<file path="src/rtl/labs_energy_serial.sv">
// labs_energy_serial: serial LABS autocorrelation energy evaluator, one lag per cycle
// with a saturating accumulator and valid/ready handshakes on both sides.
module labs_energy_serial #(
  parameter int SEQ_WIDTH = 8,
  parameter int E_WIDTH   = 16
) (
  input  logic                 wb_clk_i,
  input  logic                 wb_rst_ni,
  input  logic [SEQ_WIDTH-1:0] i_seq,
  input  logic                 i_seq_valid,
  output logic                 o_seq_ready,
  output logic [E_WIDTH-1:0]   o_e,
  output logic                 o_e_valid,
  input  logic                 i_e_ready
);
  localparam int KW  = $clog2(SEQ_WIDTH);
  localparam int CW  = $clog2(SEQ_WIDTH) + 2;
  localparam int SQW = 2 * ($clog2(SEQ_WIDTH) + 1);
  localparam int SW  = ((E_WIDTH + 1 > SQW) ? E_WIDTH + 1 : SQW) + 1;
  localparam logic [E_WIDTH:0] E_MAX = {1'b0, {E_WIDTH{1'b1}}};
  typedef enum logic [1:0] {IDLE, CALC, DONE} state_t;
  state_t                 r_state, w_next;
  logic                   r_live;
  logic [KW-1:0]          r_k;
  logic [E_WIDTH:0]       r_acc;
  logic [SEQ_WIDTH-1:0]   r_seq;
  logic [SEQ_WIDTH-1:0]   w_diff;
  logic [KW:0]            w_mism;
  logic signed [CW-1:0]   w_c;
  logic [SQW-1:0]         w_mag;
  logic [SQW-1:0]         w_sq;
  logic [SW-1:0]          w_sum;
  logic [E_WIDTH:0]       w_acc_n;
  logic                   w_last;
  // Only the N-k overlapping positions of the shifted sequence take part in lag k.
  assign w_diff = (r_seq ^ (r_seq >> r_k)) & ({SEQ_WIDTH{1'b1}} >> r_k);
  always_comb begin
    w_mism = '0;
    for (int i = 0; i < SEQ_WIDTH; i++) w_mism = w_mism + (KW + 1)'(w_diff[i]);
  end
  assign w_c     = CW'(SEQ_WIDTH) - CW'(r_k) - CW'({w_mism, 1'b0});
  assign w_mag   = w_c[CW-1] ? SQW'(-w_c) : SQW'(w_c);
  assign w_sq    = w_mag * w_mag;
  assign w_sum   = SW'(r_acc) + SW'(w_sq);
  assign w_acc_n = (w_sum > SW'(E_MAX)) ? E_MAX : w_sum[E_WIDTH:0];
  assign w_last  = r_k == KW'(SEQ_WIDTH - 1);
  // r_live keeps the input side closed while reset is held.
  assign o_seq_ready = (r_state == IDLE) && r_live;
  assign o_e_valid   = r_state == DONE;
  assign o_e         = r_acc[E_WIDTH-1:0];
  always_comb begin
    w_next = r_state;
    if (r_state == IDLE && r_live && i_seq_valid) w_next = CALC;
    else if (r_state == CALC && w_last) w_next = DONE;
    else if (r_state == DONE && i_e_ready) w_next = IDLE;
  end
  always_ff @(posedge wb_clk_i) begin
    if (!wb_rst_ni) begin
      r_state <= IDLE;
      r_live  <= 1'b0;
    end else begin
      r_state <= w_next;
      r_live  <= 1'b1;
    end
  end
  always_ff @(posedge wb_clk_i) begin
    if (!wb_rst_ni) begin
      r_k   <= '0;
      r_acc <= '0;
      r_seq <= '0;
    end else if (o_seq_ready && i_seq_valid) begin
      r_seq <= i_seq;
      r_k   <= KW'(1);
      r_acc <= '0;
    end else if (r_state == CALC) begin
      r_acc <= w_acc_n;
      r_k   <= r_k + 1'b1;
    end
  end
endmodule

</file>
<file path="config.mk">
export PLATFORM = sky130hd
export DESIGN_NAME = labs_energy_serial
export DESIGN_NICKNAME = d
export VERILOG_FILES = /design/src/rtl/labs_energy_serial.sv
export SDC_FILE = /design/constraint.sdc
export NUM_CORES = 1
export LEC_CHECK = 0
export BUFFER_PORTS_ARGS = -buffer_cell sky130_fd_sc_hd__buf_2
export CAP_MARGIN = 5
export CORE_UTILIZATION = 50
export CTS_BUF_LIST = sky130_fd_sc_hd__clkbuf_8
export DETAILED_ROUTE_END_ITERATION = 12
export PLACE_DENSITY = 0.69
export SETUP_SLACK_MARGIN = 0.02
export SLEW_MARGIN = 10
export SYNTH_ARGS = -nofsm -noshare
export SYNTH_HDL_FRONTEND = slang
export SYNTH_SLANG_ARGS = --single-unit
</file>
<file path="constraint.sdc">
create_clock -name wb_clk_i -period 11.62 [get_ports wb_clk_i]
set_input_delay 2.324 -clock wb_clk_i [delete_from_list [all_inputs] [get_ports wb_clk_i]]
set_output_delay 2.324 -clock wb_clk_i [all_outputs]
set_load 0.005 [all_outputs]
</file>
; Yosys cells after proc, flatten, opt, wreduce, memory -nomap -nowiden
; Cells that the tools add are included.
[op_classes]
n_addsub = 12
n_lt_le_gt_ge = 1
shifts = 2
n_mux = 8
multipliers = 1
eq_ne = 3
n_reduce_logical = 9
bitwise_logic = 3
[ops]
columns = op, n
row1 = 17-bit by 8-bit adder with 18-bit output, 1
row2 = 18-bit by 16-bit greater-than comparator with 1-bit output (second input constant), 1
row3 = 17-bit 2-to-1 mux, 1
row4 = 4-bit by 1-bit adder with 4-bit output, 4
row5 = 8-bit bitwise AND, 1
row6 = 8-bit by 8-bit multiplier with 8-bit output, 1
row7 = 8-bit 2-to-1 mux, 1
row8 = 5-bit negation with 8-bit output, 1
row9 = 8-bit by 3-bit right shift with 8-bit output, 1
row10 = 8-bit by 3-bit right shift with 8-bit output (first input constant), 1
row11 = 8-bit XOR, 1
row12 = 4-bit by 3-bit subtractor with 5-bit output (first input constant), 1
row13 = 5-bit subtractor, 1
row14 = 3-bit by 1-bit adder with 4-bit output, 1
row15 = 1-bit logical AND, 4
row16 = 1-bit 2-to-1 mux, 4
row17 = 2-bit 2-to-1 mux, 2
row18 = 2-bit nonzero test, 2
row19 = 2-bit by 1-bit adder with 3-bit output, 1
row20 = 3-bit by 1-bit adder with 3-bit output (second input constant), 1
row21 = 3-bit == test (second input constant), 1
row22 = 3-bit nonzero test, 1
row23 = 1-bit by 1-bit adder with 2-bit output, 1
row24 = 2-bit by 1-bit == test with 1-bit output (second input constant), 1
row25 = 4 further kinds, 4
[totals]
input_bits = 12
out_inout_bits = 18
elab_cells = 46
ff_bits = 31

; Logic depth before layout (Yosys ltp)
[depth]
ltp_word = 17
depth_mapped = 42
ltp_nobuf = 41

; Worst setup path before layout
; OpenSTA, ideal clock, no wires.
[synth_path]
path_type = flip-flop to flip-flop
startpoint = register r_k[0]
endpoint = register r_acc[0]
path_slack_ns = 2.635
arrival_ns = 8.867
path_stages_with_launch = 37
required_ns = 11.501
cell_sequence = dfxtp_1 -> buf_2 -> buf_1 -> mux2i_1 -> xnor2_1 -> a221oi_1 -> nor2_1 -> fa_1 -> inv_1 -> fa_1 -> fa_1 -> inv_1 -> ha_1 -> xnor2_1 -> ha_1 -> ha_1 -> a21o_1 -> a21oi_1 -> xor2_1 -> a31oi_1 -> xnor2_1 -> and2_1 -> ha_1 -> fa_1 -> ha_1 -> fa_1 -> fa_1 -> a21o_1 -> a21oi_1 -> xnor2_1 -> ha_1 -> o211ai_1 -> nor2_1 -> o2111a_1 -> and4_4 -> o21ai_4 -> o221a_2
[synth_between]
elab_chain_cells = 17
elab_cells_between_ends = 19
classes_between = 11 x add/sub / 1 x mul / 1 x order compare / 2 x shift / 2 x mux / 2 x bitwise
[synth_rtl]
columns = item, line
row1 = start: declaration, 24  ; logic [KW-1:0] r_k;
row2 = start signal: assignment, 77  ; r_k <= r_k + 1'b1;
row3 = 8-bit by 3-bit right shift with 8-bit output, 36  ; assign w_diff = (r_seq ^ (r_seq >> r_k)) & ({SEQ_WIDTH{1'b1}} >> r_k);
row4 = 8-bit XOR, 36
row5 = 8-bit bitwise AND, 36
row6 = 1-bit by 1-bit adder with 2-bit output, 39  ; for (int i = 0; i < SEQ_WIDTH; i++) w_mism = w_mism + (KW + 1)'(w_diff[i]);
row7 = 2-bit by 1-bit adder with 3-bit output, 39
row8 = 3-bit by 1-bit adder with 4-bit output, 39
row9 = 4-bit by 1-bit adder with 4-bit output (4 in series), 39
row10 = 5-bit subtractor (*), 41  ; assign w_c = CW'(SEQ_WIDTH) - CW'(r_k) - CW'({w_mism, 1'b0});
row11 = 5-bit negation with 8-bit output, 42  ; assign w_mag = w_c[CW-1] ? SQW'(-w_c) : SQW'(w_c);
row12 = 8-bit 2-to-1 mux (*), 42
row13 = 8-bit by 8-bit multiplier with 8-bit output (*), 43  ; assign w_sq = w_mag * w_mag;
row14 = 17-bit by 8-bit adder with 18-bit output (*), 44  ; assign w_sum = SW'(r_acc) + SW'(w_sq);
row15 = 18-bit by 16-bit greater-than comparator with 1-bit output, 45  ; assign w_acc_n = (w_sum > SW'(E_MAX)) ? E_MAX : w_sum[E_WIDTH:0];
row16 = 17-bit 2-to-1 mux (*), 45
row17 = end signal: assignment, 76  ; r_acc <= w_acc_n;
row18 = end: declaration, 25  ; logic [E_WIDTH:0] r_acc;
; Every way passes the cells marked *; elsewhere a longest branch is shown, timed or not.
; A chain may end at the register's enable or synchronous reset.

; Final worst setup path
[layout_path]
startpoint = register r_k[0]
endpoint = register r_acc[2]
; Same word-level chain as after synthesis.

==> run_results.csv <==
group,metric,value,unit
clocking,ctsHoldBuffers,0,
synth,synth_seq_area_share,20.5,%
clocking,cts_made_buffers,5,
placement,pre_cts_ws,1860,ps
layout,final_nets,419,
clocking,cts.clk_slew.worst_paths,70,ps
setup_path,path_delay_family,"adder cells",
synth,ys_ff_latch,31,
clocking,cts_sinks,31,
layout,antenna_cells,0,
pwr,p_sw_share,48.9,%
die,core_area,5680,um2
clocking,root_buffer,"clkbuf_8",
sta,slew_headroom,48.9,%
global_routing,grt_max_degree,26,
route,vias,2357,
route,drc,0,
setup_path,crit_buf_inv,2,
die,dieArea,6360,um2
min_path,hold_path_class,"reg -> reg",
synth,synth_area_per_cell,8.64,um2
sta,min_period,9750,ps
synth,synth_area,3020,um2
sta,fin_tns_setup,0,ps
clocking,cts_resized,0,
die,rows,27,
route,dr.first_iter.drc_count,89,
pwr,intPower,0.521,mW
sta,drv_slew,0,
sta,fin_skew,7.58,ps
route,ant_nets,0,
die,ioPinCount,30,
sta,finalHoldViolations,0,
clocking,cts_tree,"built",
placement,hpwl,4330,um
setup_path,slowest_stage,"dfxtp_1",
pwr,switchingPower,0.499,mW
setup_path,path_class,"reg -> reg",
synth,synth_top_cell_area_share,20.5,%
route,via_per_inst,5.42,
sta,fmax,0.103,GHz
layout,final_util,56.6,%
synth,ys.flop_type,"dfxtp_1",
clocking,cts_setup_buffers,0,
sta,setup_viol,0,
global_routing,grt_pass1_vias,2305,
synth,netlist-cell-type-count,49,
pwr,leakage,1.46,nW
clocking,cts-htree-levels,2,
layout,final_area,3210,um2
synth,synth_edf_count,0,
pwr,ir_drop,0.315,mV
outcome,status,"finished, final reports clean",
layout,syn_to_final_growth,6.25,%
clocking,clockBufferDepth,2,
setup_path,worst_ep_required_time,11790,ps
job,cap_violations,0,
global_routing,grt-busiest-layer,"met2",
clocking,clkLatencyLatePin,280,ps
setup_path,end_kind,"flip-flop",
global_routing,met1_usage,26.2,%
placement,routabilityCongestion,0.834,
pwr,power.density,317,nW/um2
placement,port_buffers,29,
synth,netlist_instances,350,
die,die_y,79.8,um
setup_path,arrival,9920,ps
setup_path,crit_fanout,19,
pwr,power_frac_comb,78.4,%
sta,period_share,83.9,%
synth,synth_warnings,0,
pwr,p_clk_share,9.5,%
layout,fillCellCount,553,
global_routing,overflow,0,
global_routing,grt_pass1_wl,10200,um
route,drt_wl_total,5630,um
global_routing,grt_usage,20.2,%
synth,yosysTopAreaCell,"dfxtp_1",
pwr,seq_power_share,12.1,%
sta,worst_slew_pin_slew,766,ps
sta,holdWs,499,ps
global_routing,met2_usage,34.3,%
sta,setup_ws,1870,ps
synth,synthArstFlopShare,0,%
route,wl_per_cell,12.9,um
global_routing,antenna_found_initial,0,
sta,rsz0062_at_grt,"false",
setup_path,crit_path_start_kind,"flip-flop",
placement,dpl_cell_area,3110,um2
die,initial_core_util,53.3,%
synth,synth_area_leaders,"dfxtp_1, ha_1, xnor2_1",
global_routing,grt_util_met3,2.74,%
setup_path,critPathMaxStageDelay,820,ps
die,fp.dieW,79.8,um
route,dr.pass1.iters,5,
layout,drive_above_1_share,15.7,%
-- power by group through the flow --
stage,combinational [mW],sequential [mW],clock (mW)
finish,0.800,0.124,0.0967
global route,0.920,0.125,0.103
CTS,0.806,0.124,0.0986
global placement,0.780,0.126,0
floorplan,0.671,0.121,0
detailed placement,0.801,0.126,0
-- state kept, by name, indices dropped and copies added (netlist names) --
name     flops
r_seq        8
r_state      2
r_live       1
r_acc       17
r_k          3
-- cells in the final DEF (no fill, tap or decap), types with 6 or more instances in the layout --
| cell | n |
|---|---|
| nor2_1 | 14 |
| o21ai_0 | 15 |
| mux2i_1 | 6 |
| xnor2_1 | 28 |
| nand3_1 | 9 |
| nand2_1 | 35 |
| a21oi_1 | 13 |
| clkbuf_8 | 7 |
| a21boi_0 | 10 |
| inv_1 | 26 |
| fa_1 | 12 |
| dfxtp_1 | 31 |
| buf_2 | 29 |
| xor2_1 | 15 |
| ha_1 | 33 |
| and2_1 | 7 |
| o221a_2 | 8 |
| conb_1 | 8 |
-- final timing paths --
| check | to | startpoint | slack [ps] | depth (start not counted) |
|---|---|---|---|---|
| worst min-delay path | r_seq[0] | r_seq[0] | 500 | 2 |
| worst max register to register | r_acc[2] | r_k[0] | 1870 | 35 |
| worst max-delay path | r_acc[2] | r_k[0] | 1870 | 35 |
| worst min register to register | r_seq[0] | r_seq[0] | 500 | 2 |
-- logic make-up after synthesis --
family / synth area share [%]
buffers and inverters: 9.19
adders and majority gates: 21.6
muxes: 3.10
and+or+nand+nor: 13.9
xor gates and xnor gates: 12.5
other: 0.248
AOI/OAI and AO/OA: 19.0
DFF: 20.5
-- Yosys cell counts, drive strengths merged, types with 4 or more instances --
cell,instances
a21oi,14
a21o,7
dfxtp,31
inv,26
o221a,8
nand2,35
fa,12
a21boi,10
o21ai,17
nand3,9
mux2i,6
nor2,14
clkbuf,11
xor2,15
and2,7
o21a,4
buf,20
nor3,5
xnor2,28
ha,33
a211oi,5
-- cell type report --
type                            count  area, um2  share of cell area (%)
Timing Repair Buffer               30        153                    4.75
Multi-Input combinational cell    268       2150                    66.9
Tap cell                           72       90.1                    2.80
Inverter                           26       97.6                    3.04
Sequential cell                    31        621                    19.3
Clock inverter                      1       7.51                   0.234
Clock buffer                        7       96.3                    3.00
-- through the flow --
step,power (mW),cells
after detailed placement,0.927,427
final,1.02,435
after global routing,1.15,435
after floorplan,0.791,356
after CTS,1.03,435
after global placement,0.906,427
-- per-layer routing --
layer / routed length, um / part of all wire, % / up-vias
met5: 0 / 0 / -
met2: 2650 / 47 / 41
li1: - / - / 1201
met3: 169 / 3.0 / 8
met1: 2750 / 49 / 1107
met4: 59 / 1.0 / 0
-- tightest hold or removal path, stage by stage, from the launching register on --
cell and delay [ps]:
dfxtp_1 330, nand2_1 60, a21boi_0 60
Note: power is estimated with default switching activity, not from simulation.
